**src/rtl/lc3_mem_responder_if.sv**
```systemverilog
// ---------------------------------------------------------------------------
// lc3_mem_responder_if
//   Memory request/response signals between the LC-3 CPU (master) and the
//   memory responder (slave).
//   MEM_EN : request, held high by the CPU until R is seen
//   WE     : 1 = write, 0 = read
//   ADDR   : word address (from MAR)
//   WDATA  : write data (from MDR)
//   RDATA  : registered read data (to MDR mux)
//   R      : one-cycle ready pulse
//   Busy   : responder FSM not idle
// ---------------------------------------------------------------------------
interface lc3_mem_responder_if;
    logic        MEM_EN;
    logic        WE;
    logic [15:0] ADDR;
    logic [15:0] WDATA;
    logic [15:0] RDATA;
    logic        R;
    logic        Busy;

    modport master (
        output MEM_EN, WE, ADDR, WDATA,
        input  RDATA, R, Busy
    );

    modport slave (
        input  MEM_EN, WE, ADDR, WDATA,
        output RDATA, R, Busy
    );
endinterface

```
**src/rtl/lc3_mem_responder.sv**
```systemverilog
// ---------------------------------------------------------------------------
// lc3_mem_responder
//   Memory-side responder for the LC-3 MAR/MDR interface: on-chip word RAM
//   plus one memory-mapped I/O word (Switches on read, HexOut on write).
//   A request is captured, held for WAIT_STATES cycles, performed in a single
//   ACCESS cycle, and acknowledged with a one-cycle R pulse. The FSM then
//   waits in DONE until MEM_EN drops (four-phase handshake).
//
//   Ports:
//     Clk      : system clock, rising edge
//     Reset_n  : asynchronous active-low reset
//     bus      : request/response interface (slave modport)
//     Switches : value returned on a read of IO_ADDR
//     HexOut   : I/O write register
//     Err      : sticky out-of-range flag
//
//   Optional feature, macro MEM_RANGE_CHECK_EN:
//     defined   - non-IO addresses >= DEPTH are dropped on write, read as
//                 zero, and set the sticky Err flag.
//     undefined - addresses alias modulo DEPTH, Err is tied low.
//
//   DEPTH must be a power of two in 2..32768; WAIT_STATES in 0..15.
// ---------------------------------------------------------------------------
module lc3_mem_responder #(
    parameter int          DEPTH       = 256,
    parameter int          WAIT_STATES = 2,
    parameter logic [15:0] IO_ADDR     = 16'hFFFF
) (
    input  logic                      Clk,
    input  logic                      Reset_n,
    lc3_mem_responder_if.slave        bus,
    input  logic [15:0]               Switches,
    output logic [15:0]               HexOut,
    output logic                      Err
);

    localparam int AW = $clog2(DEPTH);

    typedef enum logic [1:0] {
        S_IDLE,
        S_WAIT,
        S_ACCESS,
        S_DONE
    } state_t;

    state_t      state_q, state_d;
    logic [3:0]  cnt_q, cnt_d;
    logic [15:0] addr_q, addr_d;
    logic        we_q, we_d;
    logic [15:0] wdata_q, wdata_d;
    logic [15:0] rdata_q, rdata_d;
    logic        r_q, r_d;
    logic [15:0] hex_q, hex_d;

    logic [15:0] mem [DEPTH];

    logic          io_hit;
    logic          oor;
    logic [AW-1:0] ram_idx;
    logic          ram_we;

    assign io_hit  = (addr_q == IO_ADDR);
    assign ram_idx = addr_q[AW-1:0];

`ifdef MEM_RANGE_CHECK_EN
    logic err_q, err_d;
    assign oor = !io_hit && (addr_q >= 16'(DEPTH));
    assign Err = err_q;
`else
    assign oor = 1'b0;
    assign Err = 1'b0;
`endif

    // ------------------------------------------------------------------
    // Next-state / datapath
    // ------------------------------------------------------------------
    always_comb begin
        state_d = state_q;
        cnt_d   = cnt_q;
        addr_d  = addr_q;
        we_d    = we_q;
        wdata_d = wdata_q;
        rdata_d = rdata_q;
        r_d     = 1'b0;
        hex_d   = hex_q;
`ifdef MEM_RANGE_CHECK_EN
        err_d   = err_q;
`endif

        unique case (state_q)
            S_IDLE: begin
                if (bus.MEM_EN) begin
                    addr_d  = bus.ADDR;
                    we_d    = bus.WE;
                    wdata_d = bus.WDATA;
                    cnt_d   = 4'(WAIT_STATES);
                    state_d = (WAIT_STATES == 0) ? S_ACCESS : S_WAIT;
                end
            end
            S_WAIT: begin
                // Counter was loaded with WAIT_STATES, so leaving at 1
                // gives exactly WAIT_STATES cycles here.
                if (cnt_q != 4'd0)
                    cnt_d = cnt_q - 4'd1;
                if (cnt_q <= 4'd1)
                    state_d = S_ACCESS;
            end
            S_ACCESS: begin
                r_d     = 1'b1;
                state_d = S_DONE;
                if (io_hit) begin
                    if (we_q) hex_d   = wdata_q;
                    else      rdata_d = Switches;
                end else if (oor) begin
                    if (!we_q) rdata_d = 16'h0000;
`ifdef MEM_RANGE_CHECK_EN
                    err_d = 1'b1;
`endif
                end else if (!we_q) begin
                    rdata_d = mem[ram_idx];
                end
            end
            S_DONE: begin
                // MEM_EN may already be low if the CPU violated the
                // handshake; we still completed the access, just go home.
                if (!bus.MEM_EN)
                    state_d = S_IDLE;
            end
            default: state_d = S_IDLE;
        endcase
    end

    // ------------------------------------------------------------------
    // Control / output registers
    // ------------------------------------------------------------------
    always_ff @(posedge Clk or negedge Reset_n) begin
        if (!Reset_n) begin
            state_q <= S_IDLE;
            cnt_q   <= 4'd0;
            addr_q  <= 16'h0000;
            we_q    <= 1'b0;
            wdata_q <= 16'h0000;
            rdata_q <= 16'h0000;
            r_q     <= 1'b0;
            hex_q   <= 16'h0000;
        end else begin
            state_q <= state_d;
            cnt_q   <= cnt_d;
            addr_q  <= addr_d;
            we_q    <= we_d;
            wdata_q <= wdata_d;
            rdata_q <= rdata_d;
            r_q     <= r_d;
            hex_q   <= hex_d;
        end
    end

`ifdef MEM_RANGE_CHECK_EN
    always_ff @(posedge Clk or negedge Reset_n) begin
        if (!Reset_n) err_q <= 1'b0;
        else          err_q <= err_d;
    end
`endif

    // ------------------------------------------------------------------
    // RAM array: not reset. The write is gated by Reset_n so a reset
    // coinciding with the ACCESS edge abandons the write.
    // ------------------------------------------------------------------
    assign ram_we = (state_q == S_ACCESS) && we_q && !io_hit && !oor && Reset_n;

    always_ff @(posedge Clk) begin
        if (ram_we)
            mem[ram_idx] <= wdata_q;
    end

    assign bus.RDATA = rdata_q;
    assign bus.R     = r_q;
    assign bus.Busy  = (state_q != S_IDLE);
    assign HexOut    = hex_q;

endmodule

```
**src/flat_wrapper.sv**
```systemverilog
// flat-port wrapper written by rule: the top's interface ports become plain ports
module lc3_mem_responder_flat 
#(
    parameter int          DEPTH       = 256,
    parameter int          WAIT_STATES = 2,
    parameter logic [15:0] IO_ADDR     = 16'hFFFF
)
  (Clk, Reset_n, Switches, HexOut, Err, bus_MEM_EN, bus_WE, bus_ADDR, bus_WDATA, bus_RDATA, bus_R, bus_Busy);
  lc3_mem_responder_if bus_i ();
  input  logic Clk;
  input  logic Reset_n;
  input  logic [15:0] Switches;
  output logic [15:0] HexOut;
  output logic Err;
  input wire logic [$bits(bus_i.MEM_EN)-1:0] bus_MEM_EN;
  input wire logic [$bits(bus_i.WE)-1:0] bus_WE;
  input wire logic [$bits(bus_i.ADDR)-1:0] bus_ADDR;
  input wire logic [$bits(bus_i.WDATA)-1:0] bus_WDATA;
  output wire logic [$bits(bus_i.RDATA)-1:0] bus_RDATA;
  output wire logic [$bits(bus_i.R)-1:0] bus_R;
  output wire logic [$bits(bus_i.Busy)-1:0] bus_Busy;
  assign bus_i.MEM_EN = bus_MEM_EN;
  assign bus_i.WE = bus_WE;
  assign bus_i.ADDR = bus_ADDR;
  assign bus_i.WDATA = bus_WDATA;
  assign bus_RDATA = bus_i.RDATA;
  assign bus_R = bus_i.R;
  assign bus_Busy = bus_i.Busy;
  lc3_mem_responder #(.DEPTH(DEPTH), .WAIT_STATES(WAIT_STATES), .IO_ADDR(IO_ADDR)) u_core (.Clk(Clk), .Reset_n(Reset_n), .bus(bus_i), .Switches(Switches), .HexOut(HexOut), .Err(Err));
endmodule
```
**config.mk**
```make
export PLATFORM = sky130hd
export DESIGN_NAME = lc3_mem_responder_flat
export DESIGN_NICKNAME = d
export VERILOG_FILES = /design/src/rtl/lc3_mem_responder_if.sv /design/src/rtl/lc3_mem_responder.sv /design/src/flat_wrapper.sv
export SDC_FILE = /design/constraint.sdc
export NUM_CORES = 2
export LEC_CHECK = 0
export CAP_MARGIN = 20
export CORE_ASPECT_RATIO = 0.75
export CORE_MARGIN = 2
export CORE_UTILIZATION = 32
export CTS_CLUSTER_DIAMETER = 30
export DETAILED_ROUTE_END_ITERATION = 16
export SYNTH_ARGS = -nofsm -noshare
export SYNTH_HDL_FRONTEND = slang
export SYNTH_SLANG_ARGS = --single-unit
```
**constraint.sdc**
```tcl
create_clock -name Clk -period 8.7 [get_ports Clk]
set_input_delay 1.74 -clock Clk [delete_from_list [all_inputs] [get_ports Clk]]
set_output_delay 1.74 -clock Clk [all_outputs]
set_load 0.01 [all_outputs]
```
==> metrics.csv <==
stage,metric,value,unit
placement,dpl.cell_count,13800,
detailed_routing,route.vias.total,81100,
synthesis,synth.distinct_cells,54,
detailed_routing,first_iter_violations,11300,
clock_network,numClockSinks,4168,
timing,fin_skew,0.0625,ns
floorplan,design.die.area,0.502,mm2
detailed_routing,top_layer_used,met5,
floorplan,start_util,0.321,
finish,layout_common_cells,"edfxtp_1 (4096), mux4_2 (948), clkbuf_16 (661)",
floorplan,die_y,614,um
grt,grt_overflow,0,
pwr,intPower,47.9,mW
timing,slew_headroom,0.0581,
detailed_routing,wl,448000,um
pwr,report.power.total,70.9,mW
synthesis,postSynthCellCount,7116,
placement,portBuffers,85,
setup_path,r2r-end,u_core.bus.RDATA[11],
placement,pre_cts_ws,3.00,ns
synthesis,post-synth-top-area-cell,edfxtp_1,
synthesis,ys_warn_count,0,
clock_network,clockBufferDepth,4,
setup_path,crit_path_end_kind,flop,
pwr,irDropWorstVdd,0.000374,V
clock_network,postCtsSetupBuffers,0,
finish,finalNetCount,7925,
synthesis,synth_edf_count,4096,
clock_network,h-tree-depth,6,
clock_network,cts_tree,done,
setup_path,critPathRequiredTime,9.62,ns
grt,grt_pass1_wl,625000,um
hold_path,hp-class,reg -> reg,
floorplan,ioPinCount,87,
synthesis,synth.area.top_cells,"edfxtp_1 (77%), mux4_2 (13%), a22oi_1 (2.3%)",
grt,grt_pass1_vias,80200,
timing,report.final.slew_viol_count,0,
pwr,switchingPower,23.0,mW
synthesis,synth_seq_cells,4168,
hold_path,worstHoldStart,u_core.HexOut[2],
clock_network,clkTransAtPathRegs,0.05,ns
detailed_routing,drc_errors,0,
pwr,power_frac_comb,0.258,
grt,grt_usage,0.173,
finish,finalInstanceArea,0.192,mm2
finish,layout_commonest_cell,edfxtp_1,
synthesis,synth_async_sr_flop_share,0.0173,
floorplan,placementRows,224,
hold_path,whs_endpoint,u_core.HexOut[2],
detailed_routing,avgViaCountPerCell,5.42,
synthesis,ys_seq_area_frac,0.785,
detailed_routing,wl_per_cell,29.9,um
setup_path,worst_setup_path_start_kind,flop,
setup_path,reg2reg_slack,3.13,ns
grt,antenna_found_initial,16,
pwr,p_per_area,369,mW/mm2
setup_path,rr_startpoint,u_core.addr_q[0],
setup_path,worstPathMaxFanout,106,
status,status,finished clean,
synthesis,avgSynthCellArea,22.3,um2
pwr,sequentialPowerShare,0.371,
setup_path,ff2ff_path_depth,8,
hold_path,hold_path_depth,1,
clock_network,ctsResizeCount,0,
finish,stdcell_count,15000,
timing,worst_slew_pin_slew,1.41,ns
clock_network,hold_buffers,0,
synthesis,syn_nets,7175,
finish,fin_util,0.388,
placement,place_congestion,0.830,
finish,syn_to_final_growth,21.0,%
timing,finalHoldViolCount,0,
detailed_routing,wl_met1,186000,um
detailed_routing,wl_met3,50200,um
clock_network,clock_latency,1.08,ns
pwr,p_leak,60.7,nW
clock_network,cts-root-buf,clkbuf_16,
pwr,clock_power_share,0.371,
grt,grt_max_degree,220,
synthesis,syn_area,0.159,mm2
timing,hold_slack,0.506,ns
timing,period_share,0.640,
timing,rsz0062_at_grt,false,
timing,fmax,0.180,GHz
clock_network,numCtsBuffers,654,
setup_path,cp.arrival,6.49,ns
setup_path,worstSetupPathType,reg -> reg,
placement,place_area,0.170,mm2
run,maxCapViolations,0,
finish,drive_above_1_share,0.309,
synthesis,synth_ff_type,edfxtp_1,
placement,hpwl,265000,um
detailed_routing,wl_met2,198000,um
timing,finalSetupViolations,0,
timing,period_needed,5.57,ns
detailed_routing,postRouteAntennaNets,0,
floorplan,core-area,0.496,mm2
timing,finalSetupTns,0,ns
pwr,switching_share,0.324,
detailed_routing,dr.pass1.iters,6,
floorplan,die_width,818,um
timing,fin_ws,3.13,ns
synthesis,synth_top_area_share,0.774,
Yosys cell counts (all sizes together) (2+ instances only):
| library cell | n |
|---|---|
| a22oi | 489 |
| a21oi | 233 |
| o31ai | 5 |
| and4b | 4 |
| or3 | 4 |
| and2 | 6 |
| mux2 | 49 |
| a41oi | 4 |
| a22o | 9 |
| a41o | 11 |
| o311a | 7 |
| and4 | 2 |
| nor2b | 15 |
| nor2 | 292 |
| nor3 | 5 |
| clkbuf | 166 |
| or3b | 2 |
| mux4 | 948 |
| nand2 | 63 |
| edfxtp | 4096 |
| or2 | 4 |
| ha | 7 |
| o22ai | 36 |
| o221ai | 4 |
| inv | 7 |
| nor4bb | 6 |
| o21ai | 19 |
| a221oi | 2 |
| dfrtp | 72 |
| mux2i | 172 |
| and3 | 3 |
| buf | 262 |
| nor4b | 4 |
| nand3 | 19 |
| nor4 | 4 |
| a31oi | 2 |
| nand4 | 20 |
| o41ai | 47 |
| nand2b | 9 |
| nand3b | 2 |
logic make-up after synthesis:
group	share of synthesized area
other	0.0000236
adder cells (fa/ha/maj)	0.000551
AO/OA/AOI/OAI	0.0378
AND/OR/NAND/NOR	0.0132
multiplexers	0.149
buffers and inverters	0.0148
flip-flops	0.785
per-layer routing:
| layer | vias up | GRT usage |
|---|---|---|
| met4 | 6 | 0.0526 |
| met1 | 43500 | 0.252 |
| met3 | 685 | 0.0447 |
| met5 | - | 0 |
| met2 | 4777 | 0.254 |
| li1 | 32100 | - |
state kept, by name, indices dropped and copies added (netlist names):
register / cells
u_core.mem: 4096
u_core.HexOut: 16
u_core.addr_q: 16
u_core.bus.RDATA: 16
u_core.wdata_q: 16
u_core.cnt_q: 4
u_core.state_q: 2
u_core.bus.R: 1
u_core.we_q: 1
worst max-delay path, cell delays in order (launching register included):
cell,delay [ns]
dfrtp_4,0.85
buf_12,0.67
buf_4,0.86
mux4_2,0.64
a22oi_1,0.45
a21oi_1,0.27
o41ai_4,0.87
a41o_1,0.45
a21oi_1,0.11
how the worst max path moves through the flow:
stage | from | end | slack, ns | cells past startpoint
floorplan | u_core.wdata_q[0] | u_core.mem[0][0] | 4.70 | 0
global placement | u_core.addr_q[0] | u_core.bus.RDATA[6] | 2.61 | 8
detailed placement | Reset_n | u_core.mem[226][8] | 3.00 | 6
CTS | u_core.addr_q[0] | u_core.bus.RDATA[7] | 3.04 | 10
global route | u_core.addr_q[0] | u_core.bus.RDATA[9] | 2.88 | 8
finish | u_core.addr_q[0] | u_core.bus.RDATA[11] | 3.13 | 8
final cells by class:
type                            instances  area, um2
Tap cell                             6554       8200
Multi-Input combinational cell       2513      32300
Inverter                                7       26.3
Antenna cell                            5       12.5
Timing Repair Buffer                  522       4490
Clock buffer                          737      16900
Fill cell                           43500     303000
Clock inverter                        466       5630
Sequential cell                      4168     125000
power groups by stage:
stage          sequential (mW)  combinational [mW]  clock (mW)
2_1_floorplan             27.8                9.59           0
3_3_place_gp              26.6                17.8           0
3_5_place_dp              26.7                18.2           0
4_1_cts                   26.3                18.2        26.7
5_1_grt                   26.3                19.1        27.5
6_report                  26.3                18.3        26.3
(Power assumes the default switching activity.)
